==> src/rtl/msdap_serial_tx.sv <==
// msdap_serial_tx: host-side serial transmitter feeding MSDAP's S2P input port.
//   Sclk_i       system clock (only clock)
//   Reset_i      synchronous active-high reset
//   run_i        transmit enable, sampled at frame boundaries
//   in_valid_i   sample pair on in_l_i/in_r_i is valid
//   in_ready_o   holding register empty
//   in_l_i       left sample word
//   in_r_i       right sample word
//   InReady_i    MSDAP ready flag, sampled at frame boundaries
//   Dclk_o       generated data clock, CLK_DIV/2 Sclk cycles high
//   Frame_o      high during the MSB bit period of each word
//   InputL_o     left serial data, MSB first
//   InputR_o     right serial data, MSB first
//   underrun_o   one-cycle pulse when a frame loads with no buffered data
//   busy_o       high while sending
module msdap_serial_tx #(
    parameter int CLK_DIV = 35,
    parameter int WORD_W  = 16
) (
    input  logic              Sclk_i,
    input  logic              Reset_i,
    input  logic              run_i,
    input  logic              in_valid_i,
    output logic              in_ready_o,
    input  logic [WORD_W-1:0] in_l_i,
    input  logic [WORD_W-1:0] in_r_i,
    input  logic              InReady_i,
    output logic              Dclk_o,
    output logic              Frame_o,
    output logic              InputL_o,
    output logic              InputR_o,
    output logic              underrun_o,
    output logic              busy_o
);
    localparam int BW = $clog2(WORD_W);
    localparam logic [7:0] TOP = 8'(CLK_DIV - 1);
    localparam logic [7:0] HALF = 8'(CLK_DIV / 2 - 1);
    localparam logic [BW-1:0] MSB_IDX = BW'(WORD_W - 1);

    typedef enum logic {IDLE, SEND} state_t;

    state_t            state_q, state_d;
    logic [7:0]        cnt_q, cnt_d;
    logic              dclk_q, dclk_d;
    logic [WORD_W-1:0] hold_l_q, hold_l_d, hold_r_q, hold_r_d;
    logic              hold_valid_q, hold_valid_d;
    logic [WORD_W-1:0] sh_l_q, sh_l_d, sh_r_q, sh_r_d;
    logic [BW-1:0]     bit_idx_q, bit_idx_d;
    logic              underrun_q, underrun_d;
    logic              tick, load;

    always_comb begin
        tick         = cnt_q == TOP;
        cnt_d        = tick ? '0 : cnt_q + 8'd1;
        dclk_d       = tick ? 1'b1 : (cnt_q == HALF ? 1'b0 : dclk_q);
        // a new word may only start at a tick that is also a word boundary
        load         = tick && run_i && InReady_i && (state_q == IDLE || bit_idx_q == '0);
        state_d      = state_q;
        hold_l_d     = hold_l_q;
        hold_r_d     = hold_r_q;
        hold_valid_d = hold_valid_q;
        sh_l_d       = sh_l_q;
        sh_r_d       = sh_r_q;
        bit_idx_d    = bit_idx_q;
        underrun_d   = 1'b0;
        if (load) begin
            state_d      = SEND;
            bit_idx_d    = MSB_IDX;
            sh_l_d       = hold_valid_q ? hold_l_q : '0;
            sh_r_d       = hold_valid_q ? hold_r_q : '0;
            hold_valid_d = 1'b0;
            underrun_d   = !hold_valid_q;
        end else if (tick && state_q == SEND) begin
            if (bit_idx_q != '0) begin
                sh_l_d    = {sh_l_q[WORD_W-2:0], 1'b0};
                sh_r_d    = {sh_r_q[WORD_W-2:0], 1'b0};
                bit_idx_d = bit_idx_q - 1'b1;
            end else begin
                // clearing the shifters is what drives the data lines low in IDLE
                state_d   = IDLE;
                sh_l_d    = '0;
                sh_r_d    = '0;
                bit_idx_d = MSB_IDX;
            end
        end
        // an accept only happens with the holding register empty, so it never races a load's clear
        if (in_valid_i && !hold_valid_q) begin
            hold_l_d     = in_l_i;
            hold_r_d     = in_r_i;
            hold_valid_d = 1'b1;
        end
    end

    always_ff @(posedge Sclk_i) begin
        if (Reset_i) begin
            state_q      <= IDLE;
            cnt_q        <= '0;
            dclk_q       <= 1'b0;
            hold_l_q     <= '0;
            hold_r_q     <= '0;
            hold_valid_q <= 1'b0;
            sh_l_q       <= '0;
            sh_r_q       <= '0;
            bit_idx_q    <= MSB_IDX;
            underrun_q   <= 1'b0;
        end else begin
            state_q      <= state_d;
            cnt_q        <= cnt_d;
            dclk_q       <= dclk_d;
            hold_l_q     <= hold_l_d;
            hold_r_q     <= hold_r_d;
            hold_valid_q <= hold_valid_d;
            sh_l_q       <= sh_l_d;
            sh_r_q       <= sh_r_d;
            bit_idx_q    <= bit_idx_d;
            underrun_q   <= underrun_d;
        end
    end

    assign in_ready_o = !hold_valid_q;
    assign Dclk_o     = dclk_q;
    assign Frame_o    = state_q == SEND && bit_idx_q == MSB_IDX;
    assign InputL_o   = sh_l_q[WORD_W-1];
    assign InputR_o   = sh_r_q[WORD_W-1];
    assign underrun_o = underrun_q;
    assign busy_o     = state_q == SEND;
endmodule
==> config.mk <==
export PLATFORM = sky130hd
export DESIGN_NAME = msdap_serial_tx
export DESIGN_NICKNAME = d
export VERILOG_FILES = /design/src/rtl/msdap_serial_tx.sv
export SDC_FILE = /design/constraint.sdc
export NUM_CORES = 1
export LEC_CHECK = 0
export CAP_MARGIN = 0
export CORE_MARGIN = 3
export CORE_UTILIZATION = 58
export DETAILED_ROUTE_END_ITERATION = 7
export PLACE_DENSITY = 0.89
export SETUP_SLACK_MARGIN = 0.02
export SLEW_MARGIN = 10
export SYNTH_ARGS = -nofsm -noshare
export SYNTH_HDL_FRONTEND = slang
export SYNTH_SLANG_ARGS = --single-unit
==> constraint.sdc <==
create_clock -name Sclk_i -period 4.1 [get_ports Sclk_i]
set_input_delay 0.41 -clock Sclk_i [delete_from_list [all_inputs] [get_ports Sclk_i]]
set_output_delay 0.41 -clock Sclk_i [all_outputs]
set_load 0.02 [all_outputs]
==> flow_summary.toml <==
[outcome]
outcome = "completed"

[synthesis]
ys_warn_count = 0
synthArstFlopShare_pct = 0
synth.area.top_cells = "dfxtp_1 (49%), nand2_1 (7.8%), a21o_1 (6.4%), a21oi_1 (6.1%), nand2b_1 (5.6%)"
yosysTopAreaCell = "dfxtp_1"
synth.avg_cell_area_um2 = 8.73
syn_nets = 416
syn_area_mm2 = 0.00327
synth_edf_count = 0
synthFlopType = "dfxtp_1"
synth_top_area_share_pct = 49.0
synth_cell_type_count = 42
ys_seq_elements = 80
ys_seq_area_share_pct = 49.0
syn_inst = 374

[sta]
setup_tns_ns = 0
finalHoldViolations = 0
rsz0062_at_grt = "no"
slew_violations = 0
setup-violations-final = 0
tightest_slew_ns = 1.15
finalCriticalPeriod_ns = 2.50
slew_headroom_pct = 23.3
period_share_pct = 60.9
max_freq_mhz = 401
clock_skew_ns = 0.00464

[detailed_routing]
wirelength_mm = 6.74
drt.antenna.violating_nets = 0
num_vias = 2721
wl_per_cell_um = 14.0
drc = 0
drt-initial-drc-count = 165
viasPerCell = 5.66
firstDrtPassIters = 4

[cells_and_area]
multi_input_area_mm2 = 0.00152
nNetsFinal = 448
nFillCells = 393
regArea_mm2 = 0.00160
postLayoutCellArea_mm2 = 0.00386
syn_to_final_growth_pct = 18.3
antenna_cells = 0
layout-drive-gt1-share_pct = 6.57
final_core_util_pct = 73.3

[pwr]
vdd_drop_max_mv = 0.197
switchingPower_mw = 0.330
power_frac_comb_pct = 7.3
power_mw = 1.42
power.share.clock_pct = 35.4
p_sw_share_pct = 23.3
p_per_area_mw_per_mm2 = 367
internal-power_mw = 1.09
p_leak_nw = 1.62
p_seq_share_pct = 57.3

[placed_design]
io_buffers = 43
hpwl_mm = 4.44
postPlaceCellArea_mm2 = 0.00370
gp_congestion = 0.804

[floorplan]
die_area_mm2 = 0.00657
num_rows = 26
die_y_um = 81.0
io-pin-count = 44
coreArea_mm2 = 0.00527
start_util_pct = 62.0
die_x_um = 81.0

[grt]
overflow = 0
antenna_found_initial = 0
grt_use_total_pct = 22.4
grt_max_degree = 50
grt_pass1_wl_mm = 11.4
grt_pass1_vias = 2542

[run]
maxCapViolCount = 0

[clock_tree]
cts_root_buffer = "clkbuf_8"
cts.sinks = 80
cts_buffers = 9
clk_pin_slew_worst_paths_ns = 0.07
post-cts-setup-buffers = 0
cts_resized = 0
htree_levels = 3
clk_path_buf_depth = 2
insertion_delay_ns = 0.34
cts_tree = "yes"
hold_buffers = 0

[worst_hold_path]
hold_class = "flip-flop to flip-flop"

[critical_path]
crit_arrival_ns = 2.79
required_ns = 4.39
path_class = "flip-flop to flip-flop"
critPathMaxFanout = 12
end_kind = "flip-flop"
cp-start-kind = "flip-flop"
[cell usage in the layout, fill, tap and decap left out, types with 2 or more instances in the layout]
master,n
nand3_1,5
o22ai_1,26
nand2_1,68
buf_4,5
nor2_1,8
clkdlybuf4s50_1,42
o21ai_0,4
clkbuf_8,10
o21bai_1,2
a221o_1,3
xnor2_1,2
a21o_1,28
and2_1,2
inv_1,7
nor3_1,9
clkbuf_1,3
a21oi_1,40
ha_1,5
clkinv_2,2
nand4_1,5
nand2b_1,29
dfxtp_1,80
xor2_1,4
and3_1,2
[area by class of cell]
type | instances | share of cell area (%)
Clock inverter | 3 | 0.454
Sequential cell | 80 | 41.5
Multi-Input combinational cell | 260 | 39.3
Tap cell | 70 | 2.27
Clock buffer | 13 | 3.85
Inverter | 7 | 0.680
Timing Repair Buffer | 48 | 12.0
[through the flow]
stage	hold WS [ns]	setup WS (ns)	instances
after floorplan	0.426	2.31	374
after global placement	0.432	1.56	465
after detailed placement	0.440	1.50	465
after CTS	0.457	1.60	481
after global routing	0.479	1.42	481
final	0.453	1.60	481
[flip-flops by register name (all words and copies together) (netlist names)]
signal and flops:
underrun_o 1, hold_l_q 16, hold_valid_q 1, sh_r_q 16, busy_o 1, Dclk_o 1
cnt_q 8, bit_idx_q 4, sh_l_q 16, hold_r_q 16
[final timing paths]
kind,startpoint,to,slack [ns],cells past startpoint
worst max-delay path,bit_idx_q[0],sh_r_q[11],1.60,7
worst min-delay path,hold_r_q[9],sh_r_q[9],0.45,1
worst max register to register,bit_idx_q[0],sh_r_q[11],1.60,7
worst min register to register,hold_r_q[9],sh_r_q[9],0.45,1
[synth_stat cells (2+ instances only)]
cell,count
xor2_1,4
ha_1,5
a221o_1,3
dfxtp_1,80
and2_1,2
nand3_1,5
and3_1,2
buf_1,3
a21oi_1,40
o21ai_0,4
clkbuf_1,16
o21bai_1,2
nand2_1,68
nand2b_1,29
nor3_1,9
inv_1,7
o22ai_1,26
xnor2_1,2
a21o_1,28
nor2_1,8
buf_4,2
buf_2,5
nand4_1,5
[metal layers]
metal,GRT usage [%],vias up,wire length [um]
li1,-,1364,-
met1,27.4,1262,2970
met2,37.8,79,3220
met3,4.55,16,426
met4,10.5,0,129
met5,0,-,0
[cell families (layout without fill, tap and decap cells)]
kind of cell / count (synthesis) / in the layout / share of synthesized area [%]
flops: 80 / 80 / 49.0
buf+inv: 34 / 71 / 4.56
simple gates: 140 / 140 / 21.5
fa+ha+maj: 5 / 5 / 1.92
xor+xnor: 6 / 6 / 1.61
compound gates: 109 / 109 / 21.3
[power groups by stage]
| stage | combinational [mW] | sequential, mW | clock [mW] |
|---|---|---|---|
| after CTS | 0.105 | 0.812 | 0.502 |
| after global placement | 0.102 | 0.829 | 0 |
| after global routing | 0.116 | 0.814 | 0.536 |
| after detailed placement | 0.104 | 0.830 | 0 |
| after floorplan | 0.0573 | 0.825 | 0 |
| final | 0.104 | 0.812 | 0.502 |
[worst max-delay path, cell delays in order (launching register included)]
cell	delay, ns
dfxtp_1	0.35
inv_1	0.10
ha_1	0.21
or3b_1	0.43
a211o_1	0.36
nor3_2	0.55
buf_4	0.31
a21o_1	0.13
Power figures use the tool's default switching activity.
